==> config.mk <==
export PLATFORM = sky130hd
export DESIGN_NAME = router_fsm_np
export DESIGN_NICKNAME = d
export VERILOG_FILES = /design/src/rtl/router_fsm_np.sv
export SDC_FILE = /design/constraint.sdc
export NUM_CORES = 1
export LEC_CHECK = 0
export CAP_MARGIN = 25
export CORE_MARGIN = 5
export CORE_UTILIZATION = 44
export CTS_BUF_LIST = sky130_fd_sc_hd__clkbuf_4 sky130_fd_sc_hd__clkbuf_8
export CTS_CLUSTER_SIZE = 24
export DETAILED_ROUTE_END_ITERATION = 10
export PLACE_DENSITY = 0.77
export SLEW_MARGIN = 25
export SYNTH_ARGS = -nofsm -noshare
export SYNTH_HDL_FRONTEND = slang
export SYNTH_SLANG_ARGS = --single-unit
export TNS_END_PERCENT = 100
==> constraint.sdc <==
create_clock -name clk -period 2.1 [get_ports clk]
set_input_delay 0.42 -clock clk [delete_from_list [all_inputs] [get_ports clk]]
set_output_delay 0.42 -clock clk [all_outputs]
set_load 0.02 [all_outputs]
==> src/rtl/router_fsm_np.sv <==
// Router ingress controller: decodes the header to a one-hot port and sequences
// header/payload/parity writes. Handles back-pressure, soft resets, bad-address drops and wait timeouts.
module router_fsm_np #(
    parameter int NUM_PORTS    = 3,
    parameter int ADDR_W       = 2,
    parameter int WAIT_TIMEOUT = 32,
    parameter int TMO_W        = 6
) (
    input  logic                 clk,
    input  logic                 rst,
    input  logic                 pkt_valid,
    input  logic [ADDR_W-1:0]    data_in,
    input  logic [NUM_PORTS-1:0] fifo_empty,
    input  logic [NUM_PORTS-1:0] soft_reset,
    input  logic                 fifo_full,
    input  logic                 low_pkt_valid,
    input  logic                 parity_done,
    output logic                 detect_add,
    output logic                 lfd_state,
    output logic                 ld_state,
    output logic                 laf_state,
    output logic                 full_state,
    output logic                 rst_int_reg,
    output logic                 write_enb_reg,
    output logic                 busy,
    output logic [NUM_PORTS-1:0] dest_sel,
    output logic                 drop_pkt,
    output logic                 timeout_err
);
    typedef enum logic [3:0] {
        DECODE          = 4'd0,
        WAIT_EMPTY      = 4'd1,
        LOAD_FIRST      = 4'd2,
        LOAD_DATA       = 4'd3,
        FIFO_FULL       = 4'd4,
        LOAD_AFTER_FULL = 4'd5,
        LOAD_PARITY     = 4'd6,
        CHECK_PARITY    = 4'd7,
        DROP            = 4'd8
    } state_t;

    localparam logic [TMO_W-1:0] CNT_LAST = TMO_W'(WAIT_TIMEOUT - 1);

    state_t               state, state_nxt;
    logic [NUM_PORTS-1:0] addr_oh, dest_nxt;
    logic [TMO_W-1:0]     cnt, cnt_nxt;
    logic                 addr_ok, soft_hit, tmo_nxt;

    // Out-of-range addresses decode to all-zero, which doubles as the drop condition.
    always_comb begin
        addr_oh = '0;
        for (int i = 0; i < NUM_PORTS; i++)
            addr_oh[i] = (data_in == ADDR_W'(i));
    end

    assign addr_ok  = |addr_oh;
    assign soft_hit = |(soft_reset & dest_sel);

    always_comb begin
        state_nxt = state;
        dest_nxt  = dest_sel;
        cnt_nxt   = cnt;
        tmo_nxt   = 1'b0;
        if (state == DECODE && pkt_valid)
            dest_nxt = addr_oh;
        if (soft_hit) begin
            state_nxt = DECODE;
            dest_nxt  = '0;
        end else begin
            case (state)
                DECODE: begin
                    if (pkt_valid) begin
                        if (!addr_ok)
                            state_nxt = DROP;
                        else if (|(fifo_empty & addr_oh))
                            state_nxt = LOAD_FIRST;
                        else begin
                            state_nxt = WAIT_EMPTY;
                            cnt_nxt   = '0;
                        end
                    end
                end
                WAIT_EMPTY: begin
                    if (|(fifo_empty & dest_sel))
                        state_nxt = LOAD_FIRST;
                    else if (cnt == CNT_LAST) begin
                        state_nxt = DROP;
                        tmo_nxt   = 1'b1;
                    end else
                        cnt_nxt = cnt + 1'b1;
                end
                LOAD_FIRST: state_nxt = LOAD_DATA;
                LOAD_DATA: begin
                    if (fifo_full)
                        state_nxt = FIFO_FULL;
                    else if (!pkt_valid)
                        state_nxt = LOAD_PARITY;
                end
                FIFO_FULL: begin
                    if (!fifo_full)
                        state_nxt = LOAD_AFTER_FULL;
                end
                LOAD_AFTER_FULL: begin
                    if (parity_done)
                        state_nxt = DECODE;
                    else if (low_pkt_valid)
                        state_nxt = LOAD_PARITY;
                    else
                        state_nxt = LOAD_DATA;
                end
                LOAD_PARITY:  state_nxt = CHECK_PARITY;
                CHECK_PARITY: state_nxt = fifo_full ? FIFO_FULL : DECODE;
                DROP: begin
                    if (!pkt_valid)
                        state_nxt = DECODE;
                end
                default: state_nxt = DECODE;
            endcase
        end
    end

    always_ff @(posedge clk) begin
        if (!rst) begin
            state       <= DECODE;
            dest_sel    <= '0;
            cnt         <= '0;
            timeout_err <= 1'b0;
        end else begin
            state       <= state_nxt;
            dest_sel    <= dest_nxt;
            cnt         <= cnt_nxt;
            timeout_err <= tmo_nxt;
        end
    end

    assign detect_add    = (state == DECODE);
    assign lfd_state     = (state == LOAD_FIRST);
    assign ld_state      = (state == LOAD_DATA);
    assign full_state    = (state == FIFO_FULL);
    assign laf_state     = (state == LOAD_AFTER_FULL);
    assign rst_int_reg   = (state == CHECK_PARITY);
    assign drop_pkt      = (state == DROP);
    assign write_enb_reg = (state == LOAD_DATA) || (state == LOAD_PARITY) ||
                           (state == LOAD_AFTER_FULL);
    // DROP leaves busy low so the source drains the discarded bytes.
    assign busy          = (state == LOAD_FIRST) || (state == WAIT_EMPTY) ||
                           (state == FIFO_FULL) || (state == LOAD_AFTER_FULL) ||
                           (state == LOAD_PARITY) || (state == CHECK_PARITY);
endmodule

After elaboration in Yosys (flattened, before gate mapping)
Index checks and enable logic that the tools add are counted.
{"block": "classes", "addsub": 1, "n_eq_ne": 20, "n_mux": 20, "bitwise": 6, "n_reduce_logical": 19}
{"operator": "case mux 4 bit (9 select lines)", "n": 1}
{"operator": "two-way mux 4 bit", "n": 8}
{"operator": "two-way mux 6 bit", "n": 5}
{"operator": "equality test 4 x 3 -> 1 bit (second input constant)", "n": 4}
{"operator": "inequality test 2 bit (second input constant)", "n": 6}
{"operator": "case mux 6 bit (2 select lines)", "n": 1}
{"operator": "OR reduction 3 bit", "n": 4}
{"operator": "AND 3 bit", "n": 3}
{"operator": "two-way mux 3 bit", "n": 3}
{"operator": "equality test 4 x 2 -> 1 bit (second input constant)", "n": 2}
{"operator": "OR reduction 8 bit", "n": 1}
{"operator": "logical OR 1 bit", "n": 7}
{"operator": "AND reduction 7 bit", "n": 1}
{"operator": "adder 6 x 1 -> 6 bit (second input constant)", "n": 1}
{"operator": "equality test 6 x 5 -> 1 bit (second input constant)", "n": 1}
{"operator": "inequality test 3 bit (second input constant)", "n": 2}
{"operator": "AND reduction 5 bit", "n": 1}
{"operator": "equality test 4 x 1 -> 1 bit (second input constant)", "n": 1}
{"operator": "equality test 4 bit (second input constant)", "n": 1}
{"operator": "logical NOT 4 bit", "n": 1}
{"operator": "OR reduction 4 bit", "n": 1}
{"operator": "NOT 1 bit", "n": 3}
{"operator": "equality test 2 x 1 -> 1 bit (second input constant)", "n": 1}
{"operator": "equality test 2 bit (second input constant)", "n": 1}
{"operator": "other kinds (6)", "n": 6}
{"block": "totals", "ff_bits": 14, "inputBits": 14, "out_inout_bits": 13, "word_cells": 70}

Longest topological paths before layout
Gate-level depths: netlist (run 1).
{"block": "logic_depth", "depth_word": 7, "ltp_mapped": 7, "depth_no_buf": 6}

Worst setup path after synthesis (run 1)
Ideal clock, no wire load.
{"block": "synth_path", "path_type": "register to register", "start": "reg state[0]", "end": "reg state[0]", "setup_time_ns": 0.073, "arrival_ns": 2.034, "required_time_ns": 2.027, "slack_ns": -0.007, "stages_incl_launch_ff": 7, "path_buffers": 1, "period_less_slack_ns": 2.107, "cell_sequence": "dfxtp_1 -> clkbuf_1 -> nor4b_1 -> nand2_1 -> o311ai_1 -> o21ai_0 -> a21oi_1"}
{"block": "synth_via", "elab_chain_cells": 3, "word_cells_on_any_way": 16, "classes_between": "eq/ne (13); mux (1); reduce/logical (2)"}
{"item": "from (decl)", "line": "44", "text": "state_t state, state_nxt;"}
{"item": "from (signal assigned)", "line": "129", "text": "state <= state_nxt;"}
{"item": "equality test 4 bit *"}
{"item": "via drop_pkt", "line": "27", "text": "output logic drop_pkt,"}
{"item": "inequality test 2 bit (no line)"}
{"item": "AND reduction 5 bit (no line)"}
The timed path passes the listed nets; every way through them passes the cells marked *.
A chain may end at the register's enable or synchronous reset.

Final worst setup path (run 1)
{"block": "layout_path", "start": "in data_in[0]", "end": "reg cnt[5]"}
{"block": "layout_via", "elab_chain_cells": 5, "word_cells_on_any_way": 9, "classes_between": "eq/ne (4); bitwise (1); reduce/logical (4)"}
{"item": "from (decl)", "line": "12", "text": "input logic [ADDR_W-1:0] data_in,"}
{"item": "equality test 2 x 1 -> 1 bit, or another cell as far along", "line": "53", "text": "addr_oh[i] = (data_in == ADDR_W'(i));"}
{"item": "AND 3 bit", "line": "75", "text": "else if (|(fifo_empty & addr_oh))"}
{"item": "OR reduction 3 bit", "line": "75"}
{"item": "inequality test 2 bit (no line)"}
{"item": "AND reduction 7 bit (no line) *"}
{"item": "to (signal assigned)", "line": "131", "text": "cnt <= cnt_nxt;"}
{"item": "to (decl)", "line": "46", "text": "logic [TMO_W-1:0] cnt, cnt_nxt;"}
Every way passes the cells marked *; elsewhere a longest branch is shown, timed or not.

==> results of run 1 <==
kinds of logic (layout without fill, tap and decap cells):
kind of cell | count (synthesis) | in the layout | synth area share
simple gates | 59 | 59 | 0.3275
xor+xnor | 2 | 2 | 0.01770
mux | 1 | 1 | 0.01011
compound gates | 43 | 43 | 0.3224
flops | 14 | 14 | 0.2832
buf+inv | 7 | 56 | 0.02655
fa+ha+maj | 1 | 1 | 0.01264
area by class of cell:
cell class	count	area [sq um]
Clock buffer	3	22.52
Tap cell	28	35.03
Sequential cell	14	284.0
Multi-Input combinational cell	106	689.4
Timing Repair Buffer	51	444.2
Fill cell	208	686.9
Inverter	2	7.507
per-stage QoR:
step / cell area, sq um / power (mW)
floorplan: 996.0 / 0.6250
global placement: 1445 / 0.8582
detailed placement: 1445 / 0.8767
CTS: 1461 / 1.014
global route: 1483 / 1.098
finish: 1483 / 1.020
layer usage:
metal | vias to the layer above | share of wire
met5 | - | 0
met4 | 0 | 0.021
met3 | 7 | 0.043
met2 | 35 | 0.51
met1 | 560 | 0.43
li1 | 591 | -
tightest hold or removal path: stages, from the launching register on:
cell and delay, ps:
dfxtp_1 350, nand2_1 70, a21oi_1 60
cells in the final DEF, fill, tap and decap left out, types with 2 or more instances in the layout:
cell	netlist	final
nor2b_1	5	5
xnor2_1	2	2
buf_4	0	25
a211oi_1	2	2
dlymetal6s2s_1	0	2
nand2b_1	4	4
nand4b_1	2	2
dfxtp_2	0	3
nand2_1	16	16
dfxtp_1	14	11
a21o_1	2	2
nor3_1	7	7
clkbuf_4	0	3
nor2_1	8	8
a222oi_1	2	2
clkdlybuf4s50_1	0	17
o21ai_0	7	7
inv_1	2	2
o21a_1	2	2
dlygate4sd2_1	0	6
a21oi_1	12	12
nand3_1	6	6
o31a_1	2	2
synthesized netlist by cell type (all sizes together), types with 3 or more instances:
library cell / number
o31a: 3
nand3: 6
a21oi: 12
nor2: 8
o21ai: 7
clkbuf: 5
nand2b: 4
nor3: 8
nor2b: 5
dfxtp: 14
nand2: 16
sequential cells by signal (all words and copies together) (netlist names):
name and cells:
cnt 6, dest_sel 3, state 4, timeout_err 1
what timing repair did:
item | in CTS | in global routing
pin swaps | 0 | 2
setup buffers | 0 | 2
gates resized for setup | 9 | 5
endpoints found under the setup margin | 9 | 9
cloned | 0 | 0
power by group:
group | total (mW) | switching [mW] | internal, mW
clock network | 0.152 | 0.0856 | 0.0666
registers | 0.323 | 0.0347 | 0.289
logic | 0.544 | 0.287 | 0.257
total | 1.02 | 0.407 | 0.613
final timing paths:
kind                            slack (ps)  cells after the start     endpoint
worst max register to register         290                      7     state[1]
worst min-delay path                   520                      2  dest_sel[2]
worst min register to register         520                      2  dest_sel[2]
worst max-delay path                   110                      8       cnt[5]
==> impl_results.md, run 1 <==
* Top cells by area, synth: dfxtp_1 (28%), a21oi_1 (6.1%), nand2_1 (6.1%)
* Aggregate routed wire length at 3121 microns
* Rows at 17
* Final Instance Count excl. Fillers at about 200
* FMAX at 0.5037 GHz
* Routed vias/inst at 5.848
* Pre-antenna DRT Iters at 4
* EDFF count, synth at 0
* Hold Startpoint: dest_sel[2]
* Max-slew violations at 0
* Die Wd at around 57 microns
* Vias in the first global route at 1186
* Worst slew pin tran at 395.8 ps
* Worst min-delay path class: flip-flop to flip-flop
* Area grow syn2layout at 49.81%
* Final net count at 193
* Detailed placement HPWL at 2442 microns
* Area leader, netlist: dfxtp_1
* Post-synthesis cell area at 989.7 sq um
* GR Util met1 at 0.2412
* Grt total ovfl at 0
* Die Span Y at between 50 and 60 microns
* Max Cap Viol at 0
* Critical path buffer and inverter count at 3
* Worst setup margin at 114.7 ps
* H-tree levels at 1
* Critical R2R Launch: cnt[1]
* Worst-skew pair later-pin latency at 280 ps
* Pleak at 0.6041 nW
* Core area at 0.002170 sq mm
* Cts bufs inserted at 3
* Util after Layout at 0.6834
* #FFs+latches synth at 14
* Critical path class: primary input to flip-flop
* IO Port Bufs at 26
* Peak VDD IR at 0.3867 mV
* DRT iter0 DRCs at 36
* Layout cells sized above 1 at 0.2216
* Arr. time, crit path at around 2100 ps
* Skew final at between 6 and 7 ps
* Max Buffers Root-to-Sink at 2
* Met2 usage at 0.3500
* # IOs at 27
* CP max-delay cell: clkdlybuf4s50_1
* Sequential area share after synthesis at 0.2832
* Relative slew slack at 0.7345
* Unrepaired setup endpoints after global routing: false
* Crit-path cells: clkdlybuf4s50_1, buf_4, nor2b_1, a221oi_1, buf_4, a2111oi_4, a31o_1, a21oi_1
* Global-route usage over all layers at 0.2038
* Endpoints failing setup at 0
* PD cells at 688.0 mW/mm^2
* Async SR Flop Fraction at 0
* Worst setup EP type: flip-flop
* CP startpoint: data_in[0]
* Inst Count DP at 199
* Synthesized net count at 142
* Distinct cells, synth at 44
* Status: complete, no violations
* Post-Syn Instances at 127
* Starting Density at 0.4562
* DIE AREA at 0.003298 sq mm
* Syn_area_per_cell at ~7.8 sq um
* Setup TNS at 0 ps
* Fin. Hold Viols at 0
* Routed WL per cell at 15.30 microns
* Ys flop type: dfxtp_1
* Setup WS pre-CTS at -270.7 ps
* Initial antenna violation count at 0
* Residual DRC at 0
* Final ANT Viol Nets at 0
* Clock sinks at 14
* GR peak layer: met2
* Top-area cell type share of the netlist area at 0.2832
* Vias at 1193
* Root buf cell: clkbuf_4
* Ys Warns at 0
* Largest fanout on the critical path at 5
* Most frequent CP cell: buf_4
* CP max stage delay at 460 ps
* CTS tree: done
* Pin count of the biggest net entering global routing at 13
* Final period utilization at 0.9454
* CP startpoint kind: primary input
* Clock slew at reported path FFs at 80 ps
* Fin crit period at between 1500 and 2000 ps
* First-pass GRT wire length at roughly 5300 microns
* Placer Congestion at 0.9231
* Kind of cell adding the most delay to the critical path: buffers and inverters
* Routing usage on met3 at 0.03846
* Hold slack at 516.0 ps
* CP Data Required Time at 2260 ps
* Hold-fix buffers, CTS at 0
* ANT cells at 0
Power figures use the tool's default switching activity.
==> run 2, diff against run 1 <==
--- a/config.mk
+++ b/config.mk
@@ -13,5 +13,4 @@
 export DETAILED_ROUTE_END_ITERATION = 10
 export PLACE_DENSITY = 0.77
-export SLEW_MARGIN = 25
 export SYNTH_ARGS = -nofsm -noshare
 export SYNTH_HDL_FRONTEND = slang
==> constraint.sdc (replaced) <==
create_clock -name clk -period 1.63 [get_ports clk]
set_input_delay 0.2445 -clock clk [delete_from_list [all_inputs] [get_ports clk]]
set_output_delay 0.2445 -clock clk [all_outputs]
set_load 0.02 [all_outputs]
==> run 2 against run 1 <==
Compared with the run above: flip-flop and latch count did not move; clock-buffer cell count unchanged; routed wire length rose by 21%; global-route usage is 3.0 points higher; the flow now finishes with violations (setup timing); via count is 11% higher; final cell count rose by 9.8%; clock skew up 3.5 ps; clock power rose by 32%.
==> impl_results.md, run 2 (synthesized netlist as in run 1, its figures left out) <==
* Status: finished, violations left
* Failing checks: setup timing
* Total Power at 1.484 mW (+45%)
* Worst setup margin at -319.6 ps (-434.3 ps)
* Worst slew pin tran at 501.7 ps (+105.9 ps)
* Placer Congestion at 0.8950 (-3.0%)
* Clock sinks at 14 (unchanged)
* Pre-antenna DRT Iters at 5 (+1)
* Largest register FFs at 6 (unchanged)
* CTS tree: done
* Gate power share at 0.582 (+0.048)
* Fin crit period at 1950 ps
* Rows at 17 (unchanged)
* Area grow syn2layout at 72.31%
* Biggest regs: cnt x6, state x4, dest_sel x3
* Routed vias/inst at 5.915 (+1.1%)
* Final Instance Count excl. Fillers at 224 (+9.8%)
* Worst setup EP type: flip-flop
* Global-route usage over all layers at 0.2338 (+0.03005)
* ANT cells at 0 (unchanged)
* Switching power at 0.6149 mW (+51%)
* Pin count of the biggest net entering global routing at 11 (-2)
* Cts bufs inserted at 3 (unchanged)
* CP startpoint kind: primary input
* Inst Count DP at 215 (+8.0%)
* Root buf cell: clkbuf_4
* Core area at 0.002170 sq mm (unchanged)
* Clock slew at reported path FFs at 80 ps (about the same)
* FMAX at 0.5129 GHz
* DRT iter0 DRCs at 79 (+120%)
* Sequential Power Share at 0.283 (-0.034)
* Fin. Hold Viols at 0 (unchanged)
* Max-slew violations at 0 (unchanged)
* Die Span Y at 57.43 microns (unchanged)
* Max Cap Viol at 0 (unchanged)
* Critical R2R Launch: dest_sel[0]
* Worst min-delay path class: flip-flop to flip-flop
* Arr. time, crit path at 2160 ps (+20 ps)
* Clock share of power at 0.136 (-0.013)
* Die Wd at 57.43 microns (unchanged)
* Relative slew slack at 0.6655 (-0.06901)
* Hold Path Sink: cnt[4]
* Vias at 1325 (+11%)
* Most frequent cells in the layout: buf_4 (47), nand2_1 (15), a21oi_1 (12), clkdlybuf4s50_1 (12), dfxtp_1 (9)
* H-tree levels at 1 (unchanged)
* Max Buffers Root-to-Sink at 2 (unchanged)
* Initial antenna violation count at 0 (unchanged)
* Int Power at 0.8691 mW (+42%)
* PD cells at 870.2 mW/mm^2 (+26%)
* # IOs at 27 (unchanged)
* Vias in the first global route at 1369 (+15%)
* Fin area at 0.001705 sq mm (+15%)
* Commonest non-fill, non-tap cell in the layout: buf_4
* Worst-skew pair later-pin latency at 290 ps (about the same)
* Setup WS pre-CTS at -510.4 ps (-239.7 ps)
* R2R depth at 5 (-2)
* Cells on Worst Hold Path at 1 (-1)
* FF-to-FF setup slack at -300 ps (-590 ps)
* Detailed placement HPWL at 2721 microns (+11%)
* Unrepaired setup endpoints after global routing: true
* Pleak at 0.7129 nW (+18%)
* Hold-fix buffers, CTS at 0 (unchanged)
* Switching Share at 0.4144 (+0.01508)
* First-pass GRT wire length at 6072 microns (+14%)
* IO Port Bufs at 26 (unchanged)
* CP Data Required Time at 1840 ps (-420 ps)
* Post-Place Cell Area at 0.001579 sq mm (+9.3%)
* Aggregate routed wire length at 3761 microns (+21%)
* Final ANT Viol Nets at 0 (unchanged)
* Final period utilization at 1.196
* Largest fanout on the critical path at 3 (-2)
* Final net count at 213 (+10%)
* Routed WL per cell at 16.79 microns (+9.7%)
* Hold Startpoint: cnt[4]
* Grt total ovfl at 0 (unchanged)
* Critical path class: primary input to flip-flop
* Starting Density at 0.4562 (unchanged)
* Skew final at 10.22 ps (+3.545 ps)
* Top reg by flops: cnt
* Layout cells sized above 1 at 0.3878 (+0.1662)
* Peak VDD IR at 0.6660 mV (+72%)
* Util after Layout at 0.7860 (+0.1027)
* R2R Path End: cnt[5]
* Endpoints failing setup at 12 (+12)
* Residual DRC at 0 (unchanged)
* DIE AREA at 0.003298 sq mm (unchanged)
[run 2: cell count changes in the layout (fill, tap and decap cells not counted), moves of 2 or more]
cell | previous run | this run
buf_2 | 0 | 2
nor3_1 | 7 | 5
dfxtp_2 | 3 | 5
clkdlybuf4s50_1 | 17 | 12
buf_4 | 25 | 47
a211oi_1 | 2 | 0
dfxtp_1 | 11 | 9
clkdlybuf4s15_2 | 0 | 2
[run 2: worst max-delay path by stage]
stage	start	end	slack (ps)	cells after the start
after floorplan	dest_sel[0]	cnt[5]	-220	5
after global placement	fifo_empty[0]	cnt[0]	-480	7
after detailed placement	fifo_empty[0]	cnt[5]	-510	7
after CTS	dest_sel[0]	cnt[5]	-110	6
after global routing	soft_reset[1]	cnt[5]	-400	6
final	soft_reset[1]	cnt[5]	-320	6
[run 2: worst max-delay path, cell delays in order]
cell	delay, ps
clkdlybuf4s50_1	430
a222oi_1	470
nand2_1	260
a2111oi_4	400
nand4_1	180
a21oi_1	170
[run 2: final cells by class]
cell class                 count  area [sq um]
fill                         166         464.2
inverter                       2         7.507
sequential                    14         286.5
clock buffer                   3         22.52
tap                           28         35.03
multi-input combinational    106         769.5
timing repair buffer          71         584.3
[run 2: power by group through the flow]
| stage | sequential [mW] | combinational, mW | clock, mW |
|---|---|---|---|
| after floorplan | 0.410 | 0.403 | 0 |
| after global placement | 0.421 | 0.756 | 0 |
| after detailed placement | 0.424 | 0.778 | 0 |
| after CTS | 0.418 | 0.789 | 0.193 |
| after global routing | 0.426 | 0.928 | 0.213 |
| final | 0.419 | 0.863 | 0.201 |
[run 2: stage by stage]
stage	TNS (ps)	hold slack [ps]
after CTS	-293.9	540.7
after detailed placement	-5469	522.5
after global routing	-2807	597.8
after floorplan	-1438	362.0
final	-1322	547.0
after global placement	-4447	499.7
[run 2: repair_timing]
action,in CTS,in global routing
buffers inserted,4,3
pin swaps,8,8
setup endpoints to repair,22,22
gates resized for setup,40,14
[run 2: routing by layer]
layer | track usage | vias up | wire length (microns)
met5 | 0 | - | 0
met4 | 0.1722 | 0 | 182
met3 | 0.02941 | 22 | 192
met2 | 0.4065 | 57 | 1925
met1 | 0.2564 | 618 | 1461
li1 | - | 628 | -
